File: config.mk
export PLATFORM = sky130hd
export DESIGN_NAME = dm_cache_ctrl
export DESIGN_NICKNAME = d
export VERILOG_FILES = /design/src/rtl/dm_cache_ctrl.sv
export SDC_FILE = /design/constraint.sdc
export NUM_CORES = 1
export LEC_CHECK = 0
export CORE_AREA = 3 3 278 280
export CTS_CLUSTER_DIAMETER = 60
export DETAILED_ROUTE_END_ITERATION = 12
export DIE_AREA = 0 0 281 283
export SKIP_CTS_REPAIR_TIMING = 1
export SYNTH_ARGS = -nofsm -noshare
export SYNTH_HDL_FRONTEND = slang
export SYNTH_SLANG_ARGS = --single-unit
File: constraint.sdc
create_clock -name clk -period 6.4 [get_ports clk]
set_input_delay 0.64 -clock clk [delete_from_list [all_inputs] [get_ports clk]]
set_output_delay 0.64 -clock clk [all_outputs]
set_load 0.005 [all_outputs]
File: src/rtl/dm_cache_ctrl.sv
// Direct-mapped, write-back, write-allocate data cache controller (IDLE/COMPARE/WRITE_BACK/ALLOCATE).
// Define DM_CACHE_STATS_EN to add saturating hit/miss/write-back counters.
module dm_cache_ctrl #(
    parameter int TAGMSB = 31,
    parameter int TAGLSB = 14
) (
    input  logic                     clk,
    input  logic                     rst,
    input  logic                     cpu_req_valid,
    input  logic                     cpu_req_rw,
    input  logic [31:0]              cpu_req_addr,
    input  logic [31:0]              cpu_req_data,
    output logic                     cpu_res_ready,
    output logic [31:0]              cpu_res_data,
    output logic                     mem_req_valid,
    output logic                     mem_req_rw,
    output logic [31:0]              mem_req_addr,
    output logic [127:0]             mem_req_data,
    input  logic                     mem_res_ready,
    input  logic [127:0]             mem_res_data,
    output logic [9:0]               tag_req_index,
    output logic                     tag_req_we,
    output logic                     tag_write_valid,
    output logic                     tag_write_dirty,
    output logic [TAGMSB-TAGLSB:0]   tag_write_tag,
    input  logic                     tag_read_valid,
    input  logic                     tag_read_dirty,
    input  logic [TAGMSB-TAGLSB:0]   tag_read_tag,
    output logic [9:0]               data_req_index,
    output logic                     data_req_we,
    output logic [127:0]             data_write,
    input  logic [127:0]             data_read
`ifdef DM_CACHE_STATS_EN
    ,
    output logic [31:0]              stat_hits,
    output logic [31:0]              stat_misses,
    output logic [31:0]              stat_writebacks
`endif
);

    localparam int TAG_W = TAGMSB - TAGLSB + 1;

    typedef enum logic [1:0] {IDLE, COMPARE, WRITE_BACK, ALLOCATE} state_t;

    state_t            state;
    logic              req_rw;
    logic [31:0]       req_addr;
    logic [31:0]       req_data;
    logic              retry;

    logic [TAG_W-1:0]  req_tag;
    logic [9:0]        req_index;
    logic [1:0]        req_word;
    logic              in_cmp;
    logic              hit;
    logic              fill;

    assign req_tag   = req_addr[TAGMSB:TAGLSB];
    assign req_index = req_addr[13:4];
    assign req_word  = req_addr[3:2];
    assign in_cmp    = (state == COMPARE);
    assign hit       = tag_read_valid && (tag_read_tag == req_tag);
    assign fill      = (state == ALLOCATE) && mem_req_valid && mem_res_ready;

    function automatic logic [31:0] select_word(input logic [127:0] line, input logic [1:0] sel);
        return line[{sel, 5'd0} +: 32];
    endfunction

    function automatic logic [127:0] merge_word(input logic [127:0] line, input logic [1:0] sel,
                                                input logic [31:0] w);
        logic [127:0] r;
        r = line;
        r[{sel, 5'd0} +: 32] = w;
        return r;
    endfunction

    // Memory request fields are registered so they stay stable for the whole handshake
    always_ff @(posedge clk or posedge rst) begin
        if (rst) begin
            state         <= IDLE;
            req_rw        <= 1'b0;
            req_addr      <= '0;
            req_data      <= '0;
            retry         <= 1'b0;
            mem_req_valid <= 1'b0;
            mem_req_rw    <= 1'b0;
            mem_req_addr  <= '0;
            mem_req_data  <= '0;
        end else begin
            case (state)
                IDLE: begin
                    if (cpu_req_valid) begin
                        req_rw   <= cpu_req_rw;
                        req_addr <= cpu_req_addr;
                        req_data <= cpu_req_data;
                        retry    <= 1'b0;
                        state    <= COMPARE;
                    end
                end
                COMPARE: begin
                    if (hit) begin
                        state <= IDLE;
                    end else begin
                        mem_req_valid <= 1'b1;
                        if (tag_read_valid && tag_read_dirty) begin
                            state        <= WRITE_BACK;
                            mem_req_rw   <= 1'b1;
                            mem_req_addr <= {tag_read_tag, req_index, 4'b0};
                            mem_req_data <= data_read;
                        end else begin
                            state        <= ALLOCATE;
                            mem_req_rw   <= 1'b0;
                            mem_req_addr <= {req_tag, req_index, 4'b0};
                        end
                    end
                end
                WRITE_BACK: begin
                    if (mem_res_ready) begin
                        state        <= ALLOCATE;
                        mem_req_rw   <= 1'b0;
                        mem_req_addr <= {req_tag, req_index, 4'b0};
                    end
                end
                ALLOCATE: begin
                    if (mem_res_ready) begin
                        mem_req_valid <= 1'b0;
                        retry         <= 1'b1;
                        state         <= COMPARE;
                    end
                end
                default: state <= IDLE;
            endcase
        end
    end

    // Array-side outputs depend on the same-cycle array read, so they are decoded combinationally
    always_comb begin
        cpu_res_ready   = 1'b0;
        cpu_res_data    = '0;
        data_req_we     = 1'b0;
        data_write      = '0;
        tag_req_we      = 1'b0;
        tag_write_valid = 1'b0;
        tag_write_dirty = 1'b0;
        tag_write_tag   = '0;
        tag_req_index   = (state == IDLE) ? '0 : req_index;
        data_req_index  = (state == IDLE) ? '0 : req_index;
        if (in_cmp && hit) begin
            cpu_res_ready = 1'b1;
            if (req_rw) begin
                data_req_we     = 1'b1;
                data_write      = merge_word(data_read, req_word, req_data);
                tag_req_we      = 1'b1;
                tag_write_valid = 1'b1;
                tag_write_dirty = 1'b1;
                tag_write_tag   = tag_read_tag;
            end else begin
                cpu_res_data = select_word(data_read, req_word);
            end
        end else if (fill) begin
            data_req_we     = 1'b1;
            data_write      = mem_res_data;
            tag_req_we      = 1'b1;
            tag_write_valid = 1'b1;
            tag_write_tag   = req_tag;
        end
    end

`ifdef DM_CACHE_STATS_EN
    function automatic logic [31:0] sat_inc(input logic [31:0] v);
        return (v == 32'hFFFF_FFFF) ? v : v + 32'd1;
    endfunction

    // The post-refill retry always hits and is excluded from the hit count
    always_ff @(posedge clk or posedge rst) begin
        if (rst) begin
            stat_hits       <= '0;
            stat_misses     <= '0;
            stat_writebacks <= '0;
        end else if (in_cmp) begin
            if (hit && !retry)
                stat_hits <= sat_inc(stat_hits);
            if (!hit)
                stat_misses <= sat_inc(stat_misses);
            if (!hit && tag_read_valid && tag_read_dirty)
                stat_writebacks <= sat_inc(stat_writebacks);
        end
    end
`endif

endmodule

==> key figures <==
Worst setup path
  • Reg-to-reg slack, setup: 3.29 ns
  • FF-to-FF End: mem_req_data[52]
  • CP endpoint: data_write[67]
  • CP Data Arrival Time: 4.31 ns
  • Reg-to-Reg Start: req_addr[14]
  • Worst setup startpoint: tag_read_tag[1]
  • WP data required: 5.76 ns
  • R2r worst-path depth: 6
  • Worst setup SP type: input pin
  • WS Path Type: in -> out
  • Setup crit end kind: output pin
  • Crit-path max FO: 78

Die
  • DIE HEIGHT: 283 µm
  • IO Pins: 710
  • Die X: 281 µm
  • Die area: 79,500 µm²
  • Initial Util: 17.7%
  • Core ar.: 74,700 µm²
  • Row count: 100

Power
  • Switching Fraction: 36.1%
  • Comb pwr share: 50.9%
  • P_int: 0.00601 W
  • Net switching power: 0.00340 W
  • Sequential share of power: 28.9%
  • LEAKAGE: 8.32 nW
  • Clock network power share: 20.2%
  • PwrDens: 422 nW/µm²
  • Max IR drop VDD: 320 µV

Final layout
  • NumNets Final: 2,142
  • Layout cells sized above 1: 20.5%
  • Utilization after layout: 29.9%
  • Fillers: 7,656
  • Synth-to-layout area growth: 68.9%

Synth
  • Post-synth EDFFs: 0
  • Post-synth top area share: 42.2%
  • Async set-or-reset flop fraction in the synthesized netlist: 100%
  • Cell taking the most area after synthesis: dfrtp_1
  • Mapped Area: 13,200 µm²
  • Top post-synthesis cells by count: 237 x mux2_2, 223 x dfrtp_1, 171 x nor2b_1, 129 x a21oi_1, 128 x o2bb2ai_1
  • Library cells used by synthesis: 39
  • Synth Area per Inst: 11.7 µm²
  • Sequential-to-total area share from yosys stat: 42.2%
  • Seq cells post-synth: 223
  • Top cells by area, synth: dfrtp_1 42%, mux2_2 20%, o2bb2ai_1 8.5%
  • Yosys warning count: 0
  • Synthesized netlist cell count: 1,131
  • Most frequent cell after synthesis: mux2_2
  • Dominant synthesized flop cell: dfrtp_1

Global routing
  • Number of global-route vias before repair: 13.5k
  • Tot GR Track Use: 16.1%
  • Total grt overflow: 0
  • First-pass GRT wire length: 94,700 µm
  • Largest net degree at the start of global routing: 115
  • Antenna violations before repair: 5

STA
  • WHS: 0.499 ns
  • Fin. max-slew vios: 0
  • Final period utilization: 77.3%
  • Fmax achieved: 0.202 GHz
  • Hold Fails Final Rpt: 0
  • Final setup violation count: 0
  • Tightest Pin Transition: 0.980 ns
  • Fin Clk Skew: 0.0246 ns
  • Slew headroom: 34.7%
  • Setup TNS: 0 ns
  • Fin crit period: 4.95 ns
  • Unrepaired setup endpoints after global routing: no
  • Worst setup margin: 1.45 ns

Clocking
  • Worst skew pair latency: 0.54 ns
  • H-tree Lvls: 2
  • Clk buf depth: 3
  • CTS tree: yes
  • Clock Sinks: 223
  • Root buffer cell: clkbuf_16
  • CTS Buf Count: 34
  • Clk pin slew, worst setup/hold paths: 0.05 ns

Detailed routing
  • Drt drc: 0
  • WL/cell: 23.9 µm
  • Via count: 12.6k
  • Vias/cell: 4.51
  • Detailed Route Iter0 Violations: 591
  • Total Wirelength: 66,500 µm
  • DRT Pass-1 Iters: 5
  • DRT antenna net count: 0

Place
  • Post-DP HPWL: 50,500 µm
  • Dpl ws: 1.47 ns
  • GPL Wtd Cong: 0.840
  • Port Buffer Count: 703

Job
  • Max-cap viol count: 0

Run status
  • Status: finished clean

Hold path
  • Hold Crit Class: reg -> reg
cells in the final DEF, fill, tap and decap left out, drive strengths merged, types with 3 or more instances in the layout:
cell	synthesis	layout
nor2b	171	171
inv	8	11
nand2	8	8
dfrtp	223	223
clkdlybuf4s50	0	703
a21oi	129	129
clkbuf	56	42
o2bb2ai	128	128
bufinv	0	3
ha	9	9
buf	55	26
nand4	8	8
nor3	3	3
mux2i	4	4
nor2	4	4
mux2	237	237
mux4	32	32
a22o	18	18
xnor2	18	18
clkinv	0	11
conb	1	4
layout make-up:
class / instances / area (µm²) / area share [%]
repair buffers: 729 / 7260 / 32.5
multi-input cells: 792 / 7070 / 31.7
flip-flops and latches: 223 / 5590 / 25.0
well taps: 969 / 1210 / 5.43
clock buffers: 42 / 931 / 4.17
clock inverters: 19 / 218 / 0.976
inverters: 8 / 33.8 / 0.151
diodes: 2 / 5.00 / 0.0224
logic make-up (layout without fill, tap and decap cells):
kind of cell               after synthesis  after routing  share of synthesized area, %
other                                    1              6                        0.0284
muxes                                  273            273                          26.0
xor gates and xnor gates                18             18                          1.19
and+or+nand+nor                        205            205                          9.70
DFF                                    223            223                          42.2
buffers and inverters                  119            798                          5.00
AOI/OAI and AO/OA                      283            283                          15.1
adders and majority gates                9              9                         0.852
state kept, by name, summed over array words and instances, names as in the netlist:
| register | flops |
|---|---|
| req_data | 32 |
| mem_req_data | 128 |
| req_rw | 1 |
| mem_req_addr | 28 |
| req_addr | 30 |
| mem_req_valid | 1 |
| mem_req_rw | 1 |
| state | 2 |
critical path, stage by stage:
cell and delay (ns):
clkdlybuf4s50_1 0.48, xnor2_1 0.22, nand4_1 0.13, nor2_1 0.13, a31oi_4 0.19, buf_4 0.64, buf_4 0.86, o2bb2ai_1 0.30
clkdlybuf4s50_1 0.59
routing by layer:
layer  vias to the layer above  share of wire [%]  global-route usage (%)
met5                         -              0.048                       0
met4                         4                3.3                    5.30
met3                       119                8.1                    4.26
met2                       636                 48                    27.4
met1                      6311                 41                    19.5
li1                       5484                  -                       -
how the worst min path moves through the flow:
stage,start,endpoint,cells after the start
global route,mem_req_addr[12],mem_req_addr[12],1
detailed placement,mem_req_data[77],mem_req_data[77],1
finish,mem_req_data[71],mem_req_data[71],1
global placement,mem_req_data[85],mem_req_data[85],1
CTS,mem_req_data[47],mem_req_data[47],1
floorplan,req_addr[10],mem_req_addr[10],1
power groups by stage:
stage          clock network, W  logic [W]  registers [W]
2_1_floorplan                 0    0.00225        0.00261
3_3_place_gp                  0    0.00478        0.00268
3_5_place_dp                  0    0.00481        0.00272
4_1_cts                 0.00199    0.00483        0.00271
5_1_grt                 0.00204    0.00508        0.00281
6_report                0.00191    0.00479        0.00272
metrics by stage:
stage	instances	instance area (µm²)	power, W
4_1_cts	2782	22300	0.00953
3_5_place_dp	2721	21200	0.00753
5_1_grt	2782	22300	0.00993
2_1_floorplan	1134	13200	0.00485
6_report	2784	22300	0.00942
3_3_place_gp	2721	21200	0.00746
(Power assumes the default switching activity.)
